`src/rtl/pacman_pkg.sv`:
```
// Shared definitions for the video RAM arbiter: default widths and the
// CPU-side handshake state encoding.
package pacman_pkg;

    localparam int DEF_ADDR_W       = 12;
    localparam int DEF_DATA_W       = 8;
    localparam int DEF_STARVE_LIMIT = 1024;

    typedef enum logic [1:0] {
        IDLE   = 2'd0,
        PEND   = 2'd1,
        FLIGHT = 2'd2,
        ACK    = 2'd3
    } cpu_state_e;

endpackage : pacman_pkg

```
`src/rtl/vram_arbiter.sv`:
```
// Single-port video RAM arbiter: the display pipeline always owns the RAM port
// when it asks; the CPU gets the port in the first cycle the display leaves free.
module vram_arbiter
    import pacman_pkg::*;
#(
    parameter int ADDR_W       = DEF_ADDR_W,
    parameter int DATA_W       = DEF_DATA_W,
    parameter int STARVE_LIMIT = DEF_STARVE_LIMIT
) (
    input  logic              clk,
    input  logic              reset,
    input  logic              disp_req,
    input  logic [ADDR_W-1:0] disp_addr,
    output logic              disp_valid,
    output logic [DATA_W-1:0] disp_rdata,
    input  logic              cpu_req,
    input  logic              cpu_we,
    input  logic [ADDR_W-1:0] cpu_addr,
    input  logic [DATA_W-1:0] cpu_wdata,
    output logic              cpu_ack,
    output logic [DATA_W-1:0] cpu_rdata,
    output logic              cpu_starved,
    output logic [ADDR_W-1:0] mem_addr,
    output logic              mem_we,
    output logic [DATA_W-1:0] mem_wdata,
    input  logic [DATA_W-1:0] mem_rdata
);

    localparam int              CNT_W   = $clog2(STARVE_LIMIT + 1);
    localparam logic [CNT_W-1:0] LIMIT_C = CNT_W'(STARVE_LIMIT);
    localparam logic [CNT_W-1:0] ONE_C   = CNT_W'(1);

    cpu_state_e        r_state;
    logic              r_we;
    logic [ADDR_W-1:0] r_addr;
    logic [DATA_W-1:0] r_wdata;
    logic [CNT_W-1:0]  r_wait_cnt;
    logic              r_disp_p1;
    logic              w_issue;

    // A CPU op is issued only in a PEND cycle the display leaves free, never during reset.
    assign w_issue = (r_state == PEND) && !disp_req && !reset;

    // RAM port mux: display wins; otherwise the port shows the latched CPU op.
    always_comb begin
        mem_addr  = r_addr;
        mem_wdata = r_wdata;
        mem_we    = 1'b0;
        if (disp_req) begin
            mem_addr = disp_addr;
        end else if (w_issue) begin
            mem_we = r_we;
        end else begin
            mem_we = 1'b0;
        end
    end

    // Display read pipeline: address in N, data captured in N+1, valid in N+2.
    always_ff @(posedge clk) begin
        if (reset) begin
            r_disp_p1  <= 1'b0;
            disp_valid <= 1'b0;
            disp_rdata <= {DATA_W{1'b0}};
        end else begin
            r_disp_p1  <= disp_req;
            disp_valid <= r_disp_p1;
            if (r_disp_p1) begin
                disp_rdata <= mem_rdata;
            end else begin
                disp_rdata <= disp_rdata;
            end
        end
    end

    // CPU four-phase handshake FSM with wait counter and sticky starvation flag.
    always_ff @(posedge clk) begin
        if (reset) begin
            r_state     <= IDLE;
            r_we        <= 1'b0;
            r_addr      <= {ADDR_W{1'b0}};
            r_wdata     <= {DATA_W{1'b0}};
            r_wait_cnt  <= {CNT_W{1'b0}};
            cpu_ack     <= 1'b0;
            cpu_rdata   <= {DATA_W{1'b0}};
            cpu_starved <= 1'b0;
        end else begin
            case (r_state)
                IDLE: begin
                    if (cpu_req) begin
                        r_we       <= cpu_we;
                        r_addr     <= cpu_addr;
                        r_wdata    <= cpu_wdata;
                        r_wait_cnt <= {CNT_W{1'b0}};
                        r_state    <= PEND;
                    end else begin
                        r_state <= IDLE;
                    end
                end
                PEND: begin
                    if (!disp_req) begin
                        r_state <= FLIGHT;
                    end else begin
                        if (r_wait_cnt != LIMIT_C) begin
                            r_wait_cnt <= r_wait_cnt + ONE_C;
                        end else begin
                            r_wait_cnt <= r_wait_cnt;
                        end
                        // Flag in the same cycle the counter lands on the limit.
                        if (r_wait_cnt >= (LIMIT_C - ONE_C)) begin
                            cpu_starved <= 1'b1;
                        end else begin
                            cpu_starved <= cpu_starved;
                        end
                        r_state <= PEND;
                    end
                end
                FLIGHT: begin
                    if (!r_we) begin
                        cpu_rdata <= mem_rdata;
                    end else begin
                        cpu_rdata <= cpu_rdata;
                    end
                    cpu_ack <= 1'b1;
                    r_state <= ACK;
                end
                ACK: begin
                    if (!cpu_req) begin
                        cpu_ack <= 1'b0;
                        r_state <= IDLE;
                    end else begin
                        cpu_ack <= 1'b1;
                        r_state <= ACK;
                    end
                end
                default: begin
                    cpu_ack <= 1'b0;
                    r_state <= IDLE;
                end
            endcase
        end
    end

endmodule : vram_arbiter

```
`config.mk`:
```
export PLATFORM = sky130hd
export DESIGN_NAME = vram_arbiter
export DESIGN_NICKNAME = d
export VERILOG_FILES = /design/src/rtl/pacman_pkg.sv /design/src/rtl/vram_arbiter.sv
export SDC_FILE = /design/constraint.sdc
export NUM_CORES = 1
export LEC_CHECK = 0
export ABC_AREA = 1
export BUFFER_PORTS_ARGS = -buffer_cell sky130_fd_sc_hd__buf_4
export CAP_MARGIN = 40
export CORE_ASPECT_RATIO = 1.25
export CORE_MARGIN = 10
export CORE_UTILIZATION = 40
export DETAILED_ROUTE_END_ITERATION = 6
export GPL_ROUTABILITY_DRIVEN = 0
export PLACE_DENSITY_LB_ADDON = 0.05
export SETUP_SLACK_MARGIN = 0.05
export SLEW_MARGIN = 0
export SYNTH_ARGS = -nofsm -noshare
export SYNTH_HDL_FRONTEND = slang
export SYNTH_SLANG_ARGS = --single-unit
```
`constraint.sdc`:
```
create_clock -name clk -period 1.69 [get_ports clk]
set_input_delay 0.169 -clock clk [delete_from_list [all_inputs] [get_ports clk]]
set_output_delay 0.169 -clock clk [all_outputs]
set_load 0.01 [all_outputs]
```
* Word-level counts from Yosys, hierarchy flattened
Cells that the tools add are included.
** Operators by class
- Bitwise operators :: 1
- Reduce and logical (&&, ||, !) cells :: 11
- Equal/unequal tests :: 7
- Add/sub/neg operators :: 1
- Muxes and demuxes :: 13
- Magnitude comparators :: 1
** Operators by type and width (number)
- two-way mux 11 bit :: 3
- one-hot mux 11 bit (2 select lines) :: 1
- two-way mux 12 bit :: 1
- adder 11 x 1 -> 11 bit, second input constant :: 1
- greater-or-equal comparator 11 x 10 -> 1 bit, second input constant :: 1
- != test 11 bit, second input constant :: 1
- one-hot mux 2 bit (4 select lines) :: 1
- == test 2 bit, second input constant :: 2
- two-way mux 1 bit :: 4
- two-way mux 2 bit :: 2
- != test 2 bit, second input constant :: 2
- AND reduction 2 bit :: 2
- AND reduction 4 bit :: 1
- nonzero test 2 bit :: 2
- AND reduction 3 bit :: 1
- == test 2 x 1 -> 1 bit, second input constant :: 1
- logical AND 1 bit :: 2
- zero test 1 bit :: 2
- zero test 2 bit :: 1
- != test 2 x 1 -> 1 bit, second input constant :: 1
- one-hot mux 1 bit (2 select lines) :: 1
- NOT 1 bit :: 1
** Word-level totals
- Register bits after elaboration :: 54
- Bits of input ports :: 45
- Output and inout bits :: 40

* Depth between registers and ports, before layout
- Depth after elaboration :: 5
- Depth in mapped cells :: 9
- Depth with buffers taken out :: 9

* Worst setup path after synthesis
No wires, ideal clock.
- Kind :: flip-flop to flip-flop
- From :: reg r_wait_cnt[0]
- To :: reg r_wait_cnt[10]
- Clock period less this slack :: 1.288 ns
- Path buffers :: 0
- Path slack :: 0.402 ns
- Data required time :: 1.558 ns
- Cell stages (with the launch flop) :: 10
- Data arrival time :: 1.155 ns
- Cells stage by stage :: dfxtp_1 -> inv_1 -> ha_1 -> nand3_1 -> nor2_2 -> nand2_1 -> nand2_2 -> nor2_1 -> nand2_1 -> a21oi_1
** On the way
- Word-level cells in the longest chain between the ends :: 4
- Elaborated cells on any way between the ends :: 7
** RTL lines
- start: declaration :: line vram_arbiter.sv:37 : logic [CNT_W-1:0] r_wait_cnt;
- start signal: assignment :: line vram_arbiter.sv:82 : r_wait_cnt <= {CNT_W{1'b0}};
- start signal: assignment :: line vram_arbiter.sv:93 : r_wait_cnt <= {CNT_W{1'b0}};
- start signal: assignment :: line vram_arbiter.sv:104 : r_wait_cnt <= r_wait_cnt + ONE_C;
- adder 11 x 1 -> 11 bit :: line vram_arbiter.sv:104
- two-way mux 11 bit :: line vram_arbiter.sv:103 : if (r_wait_cnt != LIMIT_C) begin
- two-way mux 11 bit :: line vram_arbiter.sv:100 : if (!disp_req) begin
- one-hot mux 11 bit (2 select lines) :: line vram_arbiter.sv:87 : case (r_state)
Parallel ways exist; a longest one is shown, timed or not. The select of a mux whose other input is x is not followed.
A chain may end at the register's enable or synchronous reset.

* Worst setup path in the final report
- From :: reg r_state[0]
- To :: out mem_we
** On the way
- Word-level cells in the longest chain between the ends :: 5
** RTL lines
- start: declaration :: line vram_arbiter.sv:33 : cpu_state_e r_state;
- start signal: assignment :: line vram_arbiter.sv:78 : r_state <= IDLE;
- start signal: assignment :: line vram_arbiter.sv:94 : r_state <= PEND;
- start signal: assignment :: line vram_arbiter.sv:96 : r_state <= IDLE;
- == test 2 x 1 -> 1 bit :: line vram_arbiter.sv:42 : assign w_issue = (r_state == PEND) && !disp_req && !reset;
- logical AND 1 bit (2 in a row) :: line vram_arbiter.sv:42
- two-way mux 1 bit :: line vram_arbiter.sv:51 : end else if (w_issue) begin
- two-way mux 1 bit :: line vram_arbiter.sv:49 : if (disp_req) begin
- end: declaration :: line vram_arbiter.sv:24 : output logic mem_we,
No other way between the ends.

==> results.toml <==
[run_status]
status = "complete, no violations"

[pwr]
power_density_nw_per_um2 = 850
clkPwrFrac_pct = 26.6
power.switching_uw = 759
p_int_uw = 1900
switching_share_pct = 28.5
leakage_uw = 0.00145
power_frac_seq_pct = 53.0
ir_drop_v = 0.000478
pwr-share-comb_pct = 20.4

[logic_synthesis]
yosysWarningCount = 0
post_synth_num_cell_types = 19
ys_seq_elements = 54
netlist_instances = 342
syn-num-nets = 389
avgSynthCellArea_um2 = 6.82
ys_seq_area_share_pct = 46.4
synth_area_um2 = 2330

[timing]
finalSetupTns_ns = 0
period_share_pct = 87.9
setup_violations = 0
hold_viol = 0
maxSlewViolCount = 0
tightest_slew_ns = 0.635
rsz0062_at_grt = "no"
skew_ns = 0.00466
period_minus_slack_ns = 1.49
timing.slew.headroom_pct = 57.6
holdWs_ns = 0.0963
max_freq_ghz = 0.673

[floorplanning]
dieHeight_um = 105
ioPinCount = 85
initial_core_util_pct = 40.6
die_w_um = 88.3
coreArea_um2 = 5740
rows = 31
die_area_um2 = 9300

[global_routing]
grt_overflow = 0
grt_pass1_vias = 2323
grt_pass1_wl_um = 10600
grt_max_degree = 23
track_usage_pct = 14.0
antenna_found_initial = 0

[placed_design]
dp_hpwl_um = 4770
port_buffers = 84

[setup_path]
cp_slowest_stage_delay_ns = 0.37
path_class = "register to output port"
path_cells = "inv_1 -> nor2_4 -> nand2_1 -> nor3_1 -> buf_4"
arrival_ns = 1.32
cpMaxStageDelayCell = "dfxtp_2"
crit_fanout = 6
worst_setup_path_start_kind = "register"
cp.required_ns = 1.52
cp-end-kind = "output port"

[cells_and_area]
fill_cells = 608
drive_above_1_share_pct = 24.9
area_delta_synth_final_pct = 34.2
nets = 472
n_antenna_cell = 0

[cts]
postCtsSetupRepairBufs = 0
clock_latency_ns = 0.30
cts_tree = "yes"
cts_made_buffers = 5
cts_root_buf = "clkbuf_8"
cts.sinks = 54
cts.htree.levels = 2
clk_pin_slew_ns = 0.10
clock_path_buffers = 2

[detailed_routing]
viasPerCell = 4.69
drt-met1-wl_um = 2490
top_layer_used = "met4"
first_pass_iters = 4
wl_met3_um = 627
routed_wl_um = 6240
drtIter0Drc = 76
met2WireLength_um = 3030
wire_per_inst_um = 12.7
drc_errors = 0
num_vias = 2305
detail-route-antenna-nets = 0

[hold_path]
hp-class = "input pin to register"

[job]
cap_violations = 0
## metrics by stage
step | instance area, um^2 | instances | setup slack (ns) | utilization (%) | total power [uW]
final | 3130 | 491 | 0.204 | 54.5 | 2660
after global routing | 3130 | 491 | 0.0627 | 54.5 | 2840
after CTS | 3130 | 491 | 0.0945 | 54.5 | 2710
after detailed placement | 3040 | 484 | 0.231 | 52.9 | 1990
after global placement | 3040 | 484 | 0.313 | 52.9 | 1980
after floorplan | 2330 | 342 | 0.402 | - | 1720
## layout make-up
| type | count | area [um^2] | share of cell area, % |
|---|---|---|---|
| Tap cell | 66 | 82.6 | 2.64 |
| Clock buffer | 5 | 68.8 | 2.20 |
| Sequential cell | 54 | 1080 | 34.6 |
| Clock inverter | 2 | 13.8 | 0.440 |
| Inverter | 33 | 124 | 3.96 |
| Timing Repair Buffer | 88 | 673 | 21.5 |
| Multi-Input combinational cell | 243 | 1090 | 34.7 |
## kinds of logic (layout without fill, tap and decap cells)
logic type	after synthesis	count (layout)	share of synthesized area (%)
xor+xnor	2	2	0.751
compound gates	66	66	14.6
simple gates	173	173	29.8
flops	54	54	46.4
buf+inv	45	128	7.40
fa+ha+maj	2	2	1.07
## sequential cells by signal, summed over array words and instances, names as in the netlist
signal       flops
r_addr          12
r_wait_cnt      11
cpu_rdata        8
disp_rdata       8
mem_wdata        8
r_state          2
cpu_ack          1
cpu_starved      1
disp_valid       1
r_disp_p1        1
r_we             1
## power by group through the flow
stage	logic, uW	clock network (uW)	registers (uW)
finish	543	708	1410
detailed placement	550	0	1440
global placement	547	0	1440
CTS	554	748	1410
global route	626	786	1420
floorplan	263	0	1450
## Yosys cell counts
cell type,n,area [um^2]
a21oi_1,23,115
a21oi_4,1,16.3
buf_2,3,15.0
clkbuf_1,9,33.8
clkinv_1,1,3.75
dfxtp_1,54,1080
ha_1,2,25.0
inv_1,31,116
inv_2,1,3.75
nand2_1,80,300
nand2_2,3,18.8
nand3_1,12,60.1
nand4_1,2,12.5
nor2_1,70,263
nor2_2,3,18.8
nor2_4,1,11.3
nor3_1,2,10.0
o21ai_0,42,210
xor2_1,2,17.5
## per-layer routing
layer  track usage (%)  vias up
li1                  -     1235
met1              14.8      997
met2              23.8       65
met3              6.70        8
met4              3.94        0
met5                 0        -
## worst max-delay path: cells and delay by family, from the launching register on
kind / cells / cell delay (ns)
and+or+nand+nor: 3 / 0.39
buffers and inverters: 2 / 0.24
DFF: 1 / 0.37
## placed cells by master (no fill, tap or decap)
| cell | synthesis | final |
|---|---|---|
| inv_2 | 1 | 1 |
| nand3_1 | 12 | 12 |
| a21oi_4 | 1 | 1 |
| nor2_2 | 3 | 3 |
| ha_1 | 2 | 2 |
| a21oi_1 | 23 | 23 |
| nand4_1 | 2 | 2 |
| o21ai_0 | 42 | 42 |
| nand2_1 | 80 | 80 |
| dfxtp_1 | 54 | 53 |
| clkbuf_8 | 0 | 5 |
| inv_1 | 31 | 31 |
| buf_12 | 0 | 1 |
| nor3_1 | 2 | 2 |
| nor2_1 | 70 | 69 |
| clkinv_2 | 0 | 1 |
| clkinv_1 | 1 | 1 |
| buf_4 | 0 | 87 |
| dfxtp_2 | 0 | 1 |
| nor2_4 | 1 | 2 |
| inv_6 | 0 | 1 |
| xor2_1 | 2 | 2 |
| nand2_2 | 3 | 3 |
## path summary, 6_finish.rpt
check                                   start       endpoint  slack [ns]  cells past startpoint
worst min-delay path             mem_rdata[0]  disp_rdata[0]         0.1                      3
worst min register to register   cpu_rdata[3]   cpu_rdata[3]        0.45                      2
worst max register to register  r_wait_cnt[0]  r_wait_cnt[4]        0.27                      8
worst max-delay path               r_state[0]         mem_we        0.20                      5
## repair_timing
action | CTS | global route
resized for setup | 1 | 2
hold buffers | 0 | 0
endpoints found under the setup margin | 1 | 3
No activity file was read; power rests on OpenSTA's default activity.
